**src/rtl/seq_arb_ctrl_if.sv**
```systemverilog
// -----------------------------------------------------------------------------
// seq_arb_ctrl_if
// Request/grant bundle between a requesting environment and seq_arb_ctrl.
//   REQ   [CH]        per-channel request level      (master -> slave)
//   LEN   [CH*CNT_W]  per-channel job length         (master -> slave)
//   HOLD              freeze counting / arbitration  (master -> slave)
//   GNT   [CH]        one-hot grant, high in RUN     (slave -> master)
//   DONE  [CH]        one-hot completion pulse       (slave -> master)
//   BUSY              high in RUN or DONE            (slave -> master)
//   CNT   [CNT_W]     remaining count                (slave -> master)
//   STATE [2]         FSM state IDLE=00 RUN=01 DONE=10 (slave -> master)
// -----------------------------------------------------------------------------
interface seq_arb_ctrl_if #(
    parameter int CH    = 4,
    parameter int CNT_W = 8
);
    logic [CH-1:0]       REQ;
    logic [CH*CNT_W-1:0] LEN;
    logic                HOLD;
    logic [CH-1:0]       GNT;
    logic [CH-1:0]       DONE;
    logic                BUSY;
    logic [CNT_W-1:0]    CNT;
    logic [1:0]          STATE;

    modport master (
        output REQ, LEN, HOLD,
        input  GNT, DONE, BUSY, CNT, STATE
    );

    modport slave (
        input  REQ, LEN, HOLD,
        output GNT, DONE, BUSY, CNT, STATE
    );
endinterface

```
**src/rtl/seq_arb_ctrl.sv**
```systemverilog
// -----------------------------------------------------------------------------
// seq_arb_ctrl
// Round-robin arbiter over CH request lines driving a CNT_W-bit job
// down-counter, with a one-cycle per-channel completion pulse.
//
// Ports:
//   CK    clock, rising edge
//   RST   synchronous active-high reset (highest priority)
//   bus   seq_arb_ctrl_if.slave (REQ/LEN/HOLD in, GNT/DONE/BUSY/CNT/STATE out)
//   SE/SI/SO  scan enable, scan in, scan out -- present only with SCAN_EN
//
// Optional feature macro: SCAN_EN. When defined, SE=1 (and RST=0) turns all
// state flops into one shift chain SI -> st -> cur -> ptr -> cnt -> SO.
// All outputs are decoded from flops only.
// -----------------------------------------------------------------------------
module seq_arb_ctrl #(
    parameter int CH    = 4,
    parameter int CNT_W = 8
) (
    input  logic          CK,
    input  logic          RST,
    seq_arb_ctrl_if.slave bus
`ifdef SCAN_EN
    ,
    input  logic          SE,
    input  logic          SI,
    output logic          SO
`endif
);
    localparam int IW = $clog2(CH);

    typedef enum logic [1:0] {
        S_IDLE = 2'b00,
        S_RUN  = 2'b01,
        S_DONE = 2'b10,
        S_BAD  = 2'b11
    } state_t;

    state_t           st_reg,  st_next;
    logic [IW-1:0]    cur_reg, cur_next;
    logic [IW-1:0]    ptr_reg, ptr_next;
    logic [CNT_W-1:0] cnt_reg, cnt_next;

    // Round-robin search starting at ptr. Iterating downward means the
    // smallest offset from ptr is the last to write, so it wins.
    logic          arb_found;
    logic [IW-1:0] arb_sel;
    logic [IW:0]   arb_idx;

    always_comb begin
        arb_found = 1'b0;
        arb_sel   = '0;
        arb_idx   = '0;
        for (int k = CH - 1; k >= 0; k--) begin
            arb_idx = {1'b0, ptr_reg} + (IW+1)'(k);
            // ptr may exceed CH-1 only after a scan load, so two folds cover it
            if (arb_idx >= (IW+1)'(CH)) arb_idx = arb_idx - (IW+1)'(CH);
            if (arb_idx >= (IW+1)'(CH)) arb_idx = arb_idx - (IW+1)'(CH);
            if (bus.REQ[arb_idx[IW-1:0]]) begin
                arb_found = 1'b1;
                arb_sel   = arb_idx[IW-1:0];
            end
        end
    end

    // Next-state logic
    always_comb begin
        st_next  = st_reg;
        cur_next = cur_reg;
        ptr_next = ptr_reg;
        cnt_next = cnt_reg;
        case (st_reg)
            S_IDLE: begin
                if (!bus.HOLD && arb_found) begin
                    cur_next = arb_sel;
                    cnt_next = bus.LEN[int'(arb_sel) * CNT_W +: CNT_W];
                    st_next  = S_RUN;
                end
            end
            S_RUN: begin
                if (!bus.HOLD) begin
                    if (cnt_reg == CNT_W'(1)) begin
                        st_next = S_DONE;
                    end else begin
                        // LEN=0 wraps through all-ones, giving 2^CNT_W cycles
                        cnt_next = cnt_reg - CNT_W'(1);
                    end
                end
            end
            S_DONE: begin
                if ({1'b0, cur_reg} >= (IW+1)'(CH - 1)) begin
                    ptr_next = '0;
                end else begin
                    ptr_next = cur_reg + IW'(1);
                end
                cnt_next = '0;
                st_next  = S_IDLE;
            end
            default: begin
                cnt_next = '0;
                st_next  = S_IDLE;
            end
        endcase
    end

`ifdef SCAN_EN
    localparam int CL = 2 + 2 * IW + CNT_W;
    logic [CL-1:0] chain;
    logic [CL-1:0] chain_next;
    // Bit 0 is st[0], the first flop after SI; the MSB is cnt[CNT_W-1].
    assign chain      = {cnt_reg, ptr_reg, cur_reg, st_reg};
    assign chain_next = {chain[CL-2:0], SI};
    assign SO         = chain[CL-1];
`endif

    always_ff @(posedge CK) begin
        if (RST) begin
            st_reg  <= S_IDLE;
            cur_reg <= '0;
            ptr_reg <= '0;
            cnt_reg <= '0;
`ifdef SCAN_EN
        end else if (SE) begin
            st_reg  <= state_t'(chain_next[1:0]);
            cur_reg <= chain_next[2 +: IW];
            ptr_reg <= chain_next[2 + IW +: IW];
            cnt_reg <= chain_next[2 + 2 * IW +: CNT_W];
`endif
        end else begin
            st_reg  <= st_next;
            cur_reg <= cur_next;
            ptr_reg <= ptr_next;
            cnt_reg <= cnt_next;
        end
    end

    logic [CH-1:0] cur_onehot;
    assign cur_onehot = {{(CH-1){1'b0}}, 1'b1} << cur_reg;

    assign bus.GNT   = (st_reg == S_RUN)  ? cur_onehot : '0;
    assign bus.DONE  = (st_reg == S_DONE) ? cur_onehot : '0;
    assign bus.BUSY  = (st_reg == S_RUN) || (st_reg == S_DONE);
    assign bus.CNT   = cnt_reg;
    assign bus.STATE = st_reg;
endmodule

```
**src/flat_wrapper.sv**
```systemverilog
// flat-port wrapper written by rule: the top's interface ports become plain ports
module seq_arb_ctrl_flat 
#(
    parameter int CH    = 4,
    parameter int CNT_W = 8
)
  (CK, RST, bus_REQ, bus_LEN, bus_HOLD, bus_GNT, bus_DONE, bus_BUSY, bus_CNT, bus_STATE);
  seq_arb_ctrl_if #(.CH(CH), .CNT_W(CNT_W)) bus_i ();
  input  logic CK;
  input  logic RST;
  input wire logic [$bits(bus_i.REQ)-1:0] bus_REQ;
  input wire logic [$bits(bus_i.LEN)-1:0] bus_LEN;
  input wire logic [$bits(bus_i.HOLD)-1:0] bus_HOLD;
  output wire logic [$bits(bus_i.GNT)-1:0] bus_GNT;
  output wire logic [$bits(bus_i.DONE)-1:0] bus_DONE;
  output wire logic [$bits(bus_i.BUSY)-1:0] bus_BUSY;
  output wire logic [$bits(bus_i.CNT)-1:0] bus_CNT;
  output wire logic [$bits(bus_i.STATE)-1:0] bus_STATE;
  assign bus_i.REQ = bus_REQ;
  assign bus_i.LEN = bus_LEN;
  assign bus_i.HOLD = bus_HOLD;
  assign bus_GNT = bus_i.GNT;
  assign bus_DONE = bus_i.DONE;
  assign bus_BUSY = bus_i.BUSY;
  assign bus_CNT = bus_i.CNT;
  assign bus_STATE = bus_i.STATE;
  seq_arb_ctrl #(.CH(CH), .CNT_W(CNT_W)) u_core (.CK(CK), .RST(RST), .bus(bus_i));
endmodule
```
**config.mk**
```make
export PLATFORM = sky130hd
export DESIGN_NAME = seq_arb_ctrl_flat
export DESIGN_NICKNAME = d
export VERILOG_FILES = /design/src/rtl/seq_arb_ctrl_if.sv /design/src/rtl/seq_arb_ctrl.sv /design/src/flat_wrapper.sv
export SDC_FILE = /design/constraint.sdc
export NUM_CORES = 1
export LEC_CHECK = 0
export ABC_AREA = 1
export CAP_MARGIN = 20
export CORE_MARGIN = 10
export CORE_UTILIZATION = 40
export DETAILED_ROUTE_END_ITERATION = 8
export MAX_ROUTING_LAYER = met4
export PLACE_DENSITY = 0.79
export SLEW_MARGIN = 20
export SYNTH_ARGS = -nofsm -noshare
export SYNTH_HDL_FRONTEND = slang
export SYNTH_SLANG_ARGS = --single-unit
```
**constraint.sdc**
```tcl
create_clock -name CK -period 1.6 [get_ports CK]
set_input_delay 0.24 -clock CK [delete_from_list [all_inputs] [get_ports CK]]
set_output_delay 0.24 -clock CK [all_outputs]
set_load 0.05 [all_outputs]
```
-- Yosys cells after proc, flatten, opt, wreduce, memory -nomap -nowiden
Index checks and enable logic that the tools add are counted.
- multiplexer cells: 35
- equal/unequal tests: 7
- multipliers: 0
- order comparisons: 13
- div/mod/pow operators: 0
- reductions and logical operators: 7
- bitwise gates (word level): 0
- shift operators: 2
- $add $sub $neg: 13
- operators by type and width (operator ; count):
    32-bit by 6-bit indexed part select with 8-bit output ; 1
    2-bit two-way mux ; 12
    8-bit two-way mux ; 3
    3-bit >= comparator, second input constant ; 7
    8-bit case mux with 2 select lines ; 1
    2-bit by 3-bit less-than comparator with 1-bit output, second input constant ; 4
    3-bit two-way mux ; 4
    3-bit subtractor, second input constant ; 3
    1-bit binary-select mux with 2-bit select ; 4
    8-bit by 1-bit equality test with 1-bit output, second input constant ; 1
    1-bit two-way mux ; 8
    4-bit two-way mux ; 2
    2-bit by 1-bit subtractor with 2-bit output, second input constant ; 4
    8-bit by 1-bit subtractor with 8-bit output, second input constant ; 1
    2-bit by 2-bit adder with 3-bit output, second input constant ; 2
    3-bit AND reduction ; 2
    2-bit by 1-bit inequality test with 1-bit output, second input constant ; 2
    2-bit inequality test, second input constant ; 2
    2-bit case mux with 2 select lines ; 1
    1-bit by 2-bit left shift with 4-bit output, first input constant ; 1
    2-bit by 1-bit adder with 3-bit output, second input constant ; 1
    2-bit by 3-bit >= comparator with 1-bit output, second input constant ; 1
    2-bit by 3-bit subtractor with 3-bit output, second input constant ; 1
    2-bit by 1-bit adder with 2-bit output, second input constant ; 1
    other kinds (8) ; 8
- memory bits (read-only): 0
- input port bits: 39
- latch bits: 0
- bits in writable memories: 0
- memories: 0
- bits in registers: 14
- word-level logic and storage cells: 81
- output and inout bits: 19

-- Logic depth before layout (Yosys ltp)
- depth after elaboration: 14
- gate-level depth with buffers: 14
- depth with buffers taken out: 13

-- Least setup slack after synthesis
No wires, ideal clock.
- path kind: reg2reg
- from: reg u_core.cnt_reg[1], in the netlist u_core.bus.CNT[1]
- to: reg u_core.cnt_reg[0], in the netlist u_core.bus.CNT[0]
- stages on the path, launching flop included: 10
- arrival time: 1773 ps
- period minus slack after synthesis: 1889 ps
- setup time: 116 ps
- data required time: 1484 ps
- path buffers: 1
- setup slack: -289 ps
- path through: dfxtp_1 > inv_1 > ha_1 > inv_1 > nor4_1 > o21ai_0 > nand2_4 > buf_6 > nor2_1 > a21oi_2
- word-level cells in the longest chain between the ends: 3
- RTL lines (element ; line ; source):
    start, declared ; seq_arb_ctrl.sv:42 ; logic [CNT_W-1:0] cnt_reg, cnt_next;
    start signal, assigned ; seq_arb_ctrl.sv:133 ; cnt_reg <= cnt_next;
    8-bit by 1-bit equality test with 1-bit output ; seq_arb_ctrl.sv:82 ; if (cnt_reg == CNT_W'(1)) begin
    2-bit inequality test (no source line) ; - ;
    3-bit AND reduction (no source line) ; - ;
Every way passes these cells.
A chain may end at the register's enable or synchronous reset.

-- Final worst setup path
- from: reg u_core.ptr_reg[0]
- to: reg u_core.cnt_reg[5], in the netlist u_core.bus.CNT[5]
- word-level cells in the longest chain between the ends: 14
- elaborated cells on any way between the ends: 49
- classes of those cells: add/sub: 11; order compare: 8; eq/ne: 1; shift: 1; mux: 26; reduce/logical: 2
- RTL lines (element ; line ; source):
    start, declared ; seq_arb_ctrl.sv:41 ; logic [IW-1:0] ptr_reg, ptr_next;
    start signal, assigned ; seq_arb_ctrl.sv:132 ; ptr_reg <= ptr_next;
    2-bit by 2-bit adder with 3-bit output ; seq_arb_ctrl.sv:55 ; arb_idx = {1'b0, ptr_reg} + (IW+1)'(k);
    3-bit subtractor or 3-bit >= comparator (tied branches) ; seq_arb_ctrl.sv:57 ; if (arb_idx >= (IW+1)'(CH)) arb_idx = arb_idx - (IW+1)'(CH);
    3-bit two-way mux ; seq_arb_ctrl.sv:57 ;
    3-bit >= comparator or 2-bit by 1-bit subtractor with 2-bit output (tied branches) ; seq_arb_ctrl.sv:58 ; if (arb_idx >= (IW+1)'(CH)) arb_idx = arb_idx - (IW+1)'(CH);
    2-bit two-way mux ; seq_arb_ctrl.sv:58 ;
    1-bit binary-select mux with 2-bit select ; seq_arb_ctrl.sv:59 ; if (bus.REQ[arb_idx[IW-1:0]]) begin
    1-bit two-way mux (not written as such) ; seq_arb_ctrl.sv:59 ;
    2-bit two-way mux or 1-bit two-way mux (tied branches) (4 in series) ; seq_arb_ctrl.sv:59 ;
    32-bit by 6-bit indexed part select with 8-bit output or 1-bit logical AND (tied branches) ; seq_arb_ctrl.sv:76, seq_arb_ctrl.sv:74 ;
    8-bit two-way mux or 2-bit by 1-bit inequality test with 1-bit output (tied branches) ; - ;
    8-bit case mux with 2 select lines or 3-bit AND reduction (tied branches) ; - ;
Parallel ways exist; a longest one is shown, timed or not. The select of a mux whose other input is x is not followed.

==> out/metrics.cfg <==
[global_route]
grt_pass1_wl_um = 8930
gr-total-overflow = 0
antenna_found_initial = 0
grt_max_degree = 17
track_usage_pct = 14.9
grt_pass1_vias = 1934

[timing]
setup_viol = 11
clock.fmax_mhz = 578
min_period_over_period_pct = 108
rsz0062_at_grt = true
slew_headroom_pct = 73.5
hold_violations = 0
min_period_ps = 1730
fin_worst_skew_ps = 1.46
drv_slew = 0
setup_slack_ps = -130
tns_ps = -949
hold_ws_ps = 478
worstMarginPinSlew_ps = 398

[clock_network]
clockBufferDepth = 2
clock_sinks = 14
htreeDepth = 1
cts_buffers = 3
cts_tree = yes
clk_latency_ps = 250
holdBufCountCts = 0
path_clk_slew_ps = 60
cts_root_buf = clkbuf_8

[place]
gp_congestion = 0.826
dpl_worst_slack_ps = -413
port_buffers = 57
dpl.hpwl_um = 3740

[power]
power.switching_mw = 2.25
seqPwrFrac_pct = 15.1
power_per_cell_area_mw_per_mm2 = 1450
ir_drop_uv = 755
combPwrFrac_pct = 77.7
finalPower_mw = 4.19
switching_share_pct = 53.7
p_int_mw = 1.94
clkPwrFrac_pct = 7.2
p_leak_nw = 1.37

[synthesis]
synth_edf_count = 0
syn_inst = 244
avgSynthCellArea_um2 = 6.59
synth_seq_cells = 14
synth-main-ff-cell = dfxtp_1
syn_nets = 292
syn_area_mm2 = 0.00161
ys_seq_area_share_pct = 17.4
synth.distinct_cells = 29
async_reset_ff_share_pct = 0
synth_warnings = 0

[routing]
avgRoutedWirePerCell_um = 17.1
drt-initial-drc-count = 164
totalWireLength_um = 6310
routed-wl-met2_um = 3060
top_layer = met4
drc = 0
vias = 1994
firstDrtPassIters = 4
ant_nets = 0
wl_met1_um = 2690
met3_length_um = 339
via_per_inst = 5.40

[hold_path]
hold_path_depth = 2
hold_path.class = reg -> reg

[final_layout]
fin_nets = 370
largest_reg_flops = 8
syn_to_final_growth_pct = 78.9
drive_above_1_share_pct = 45.2
num_antenna_cells = 0
fillers = 239
post-route-util_pct = 76.3

[worst_setup_path]
required_ps = 1780
path_class = reg -> reg
cp-start-kind = flip-flop
critPathArrivalTime_ps = 1910
end_kind = flip-flop
slowest_delay_ps = 370
worst_path_max_delay_cell = dfxtp_4
cp_max_fo = 5
reg2reg_depth = 11
path_cells = buf_6 > xnor2_4 > nand2_2 > nand3_4 > nand3_4 > buf_12 > nand2_8 > nand2_4 > nand3_2 > nand3_2 > a21oi_2

[status]
status = finished, violations left
violations = setup timing

[die]
die_w_um = 83.4
chipHeight_um = 83.4
die_area_mm2 = 0.00696
start_util_pct = 42.7
coreArea_mm2 = 0.00377
io-pin-count = 58
rows = 22

[flow_run]
maxCapViolCount = 0

## area by class of cell
class / instances / area [um^2] / share of cell area, %
sequential: 14 / 303 / 10.5
clock buffer: 4 / 45.0 / 1.56
multi-input combinational: 189 / 1460 / 50.6
timing repair buffer: 77 / 871 / 30.2
inverter: 37 / 144 / 5.00
tap: 48 / 60.1 / 2.09
## metrics by stage
step	cell area, um^2	std cells
detailed placement	2360	355
global route	2880	369
finish	2880	369
floorplan	1620	244
global placement	2360	355
CTS	2580	365
## repair_timing
action / CTS / global route
gates cloned: 3 / 2
resized for setup: 32 / 55
setup endpoints to repair: 12 / 16
pin swaps: 13 / 22
buffers inserted: 3 / 2
hold endpoints to repair: 0 / 0
## power groups by stage
stage	Combinational, mW	Clock, mW	Sequential (mW)
4_1_cts	2.76	0.307	0.615
6_report	3.25	0.303	0.631
3_5_place_dp	2.53	0	0.614
2_1_floorplan	1.56	0	0.890
5_1_grt	3.50	0.323	0.647
3_3_place_gp	2.49	0	0.608
## path summary, 6_finish.rpt
check / startpoint / endpoint / slack, ps
setup reg to reg: u_core.ptr_reg[0]$_SDFFE_PP0P_ / u_core.bus.CNT[5]$_SDFFE_PP0P_ / -130
hold reg to reg: u_core.bus.STATE[0]$_SDFFE_PP0P_ / u_core.bus.STATE[0]$_SDFFE_PP0P_ / 480
hold / removal: u_core.bus.STATE[0]$_SDFFE_PP0P_ / u_core.bus.STATE[0]$_SDFFE_PP0P_ / 480
setup / recovery: u_core.ptr_reg[0]$_SDFFE_PP0P_ / u_core.bus.CNT[5]$_SDFFE_PP0P_ / -130
## worst max-delay path, delay by kind of cell (launching register included)
| kind | cells | cell delay (ps) |
|---|---|---|
| xor+xnor | 1 | 180 |
| compound gates | 1 | 140 |
| buf+inv | 2 | 330 |
| flops | 1 | 370 |
| simple gates | 7 | 650 |
## kinds of logic (layout without fill, tap and decap cells)
group	after synthesis	count (layout)	synth area share [%]
AND/OR/NAND/NOR	146	150	49.6
buffers and inverters	45	118	13.4
AO/OA/AOI/OAI	27	27	11.0
flip-flops	14	14	17.4
adder cells (fa/ha/maj)	9	9	7.00
XOR/XNOR	3	3	1.63
## cell usage after synthesis (3+ instances only)
library cell  number  area (um^2)
inv_2              4         15.0
nand3_1           30          150
a21oi_1            9         45.0
dfxtp_1           14          280
ha_1               9          113
a21oi_2            8         70.1
inv_1             32          120
nand3_2           18          180
buf_6              3         33.8
o21ai_0            7         35.0
nor2_1            17         63.8
nand2_1           55          206
nand2_2           13         81.3
nor3_1             5         25.0
## layer usage
metal | track usage, % | vias to the layer above
li1 | - | 945
met1 | 17.8 | 925
met2 | 24.9 | 104
met3 | 1.86 | 20
met4 | 5.30 | 0
met5 | - | -
## placed cells by master (no fill, tap or decap), drive strengths merged
cell type / count
nand2: 75
nand3: 49
buf: 38
inv: 36
clkdlybuf4s50: 34
nor2: 17
a21oi: 17
dfxtp: 14
ha: 9
o21ai: 8
nor3: 5
clkbuf: 5
dlygate4sd2: 4
xor2: 2
nor4: 2
xnor2: 1
nand3b: 1
o21bai: 1
clkinv: 1
o211a: 1
nor3b: 1
(Power assumes the default switching activity.)
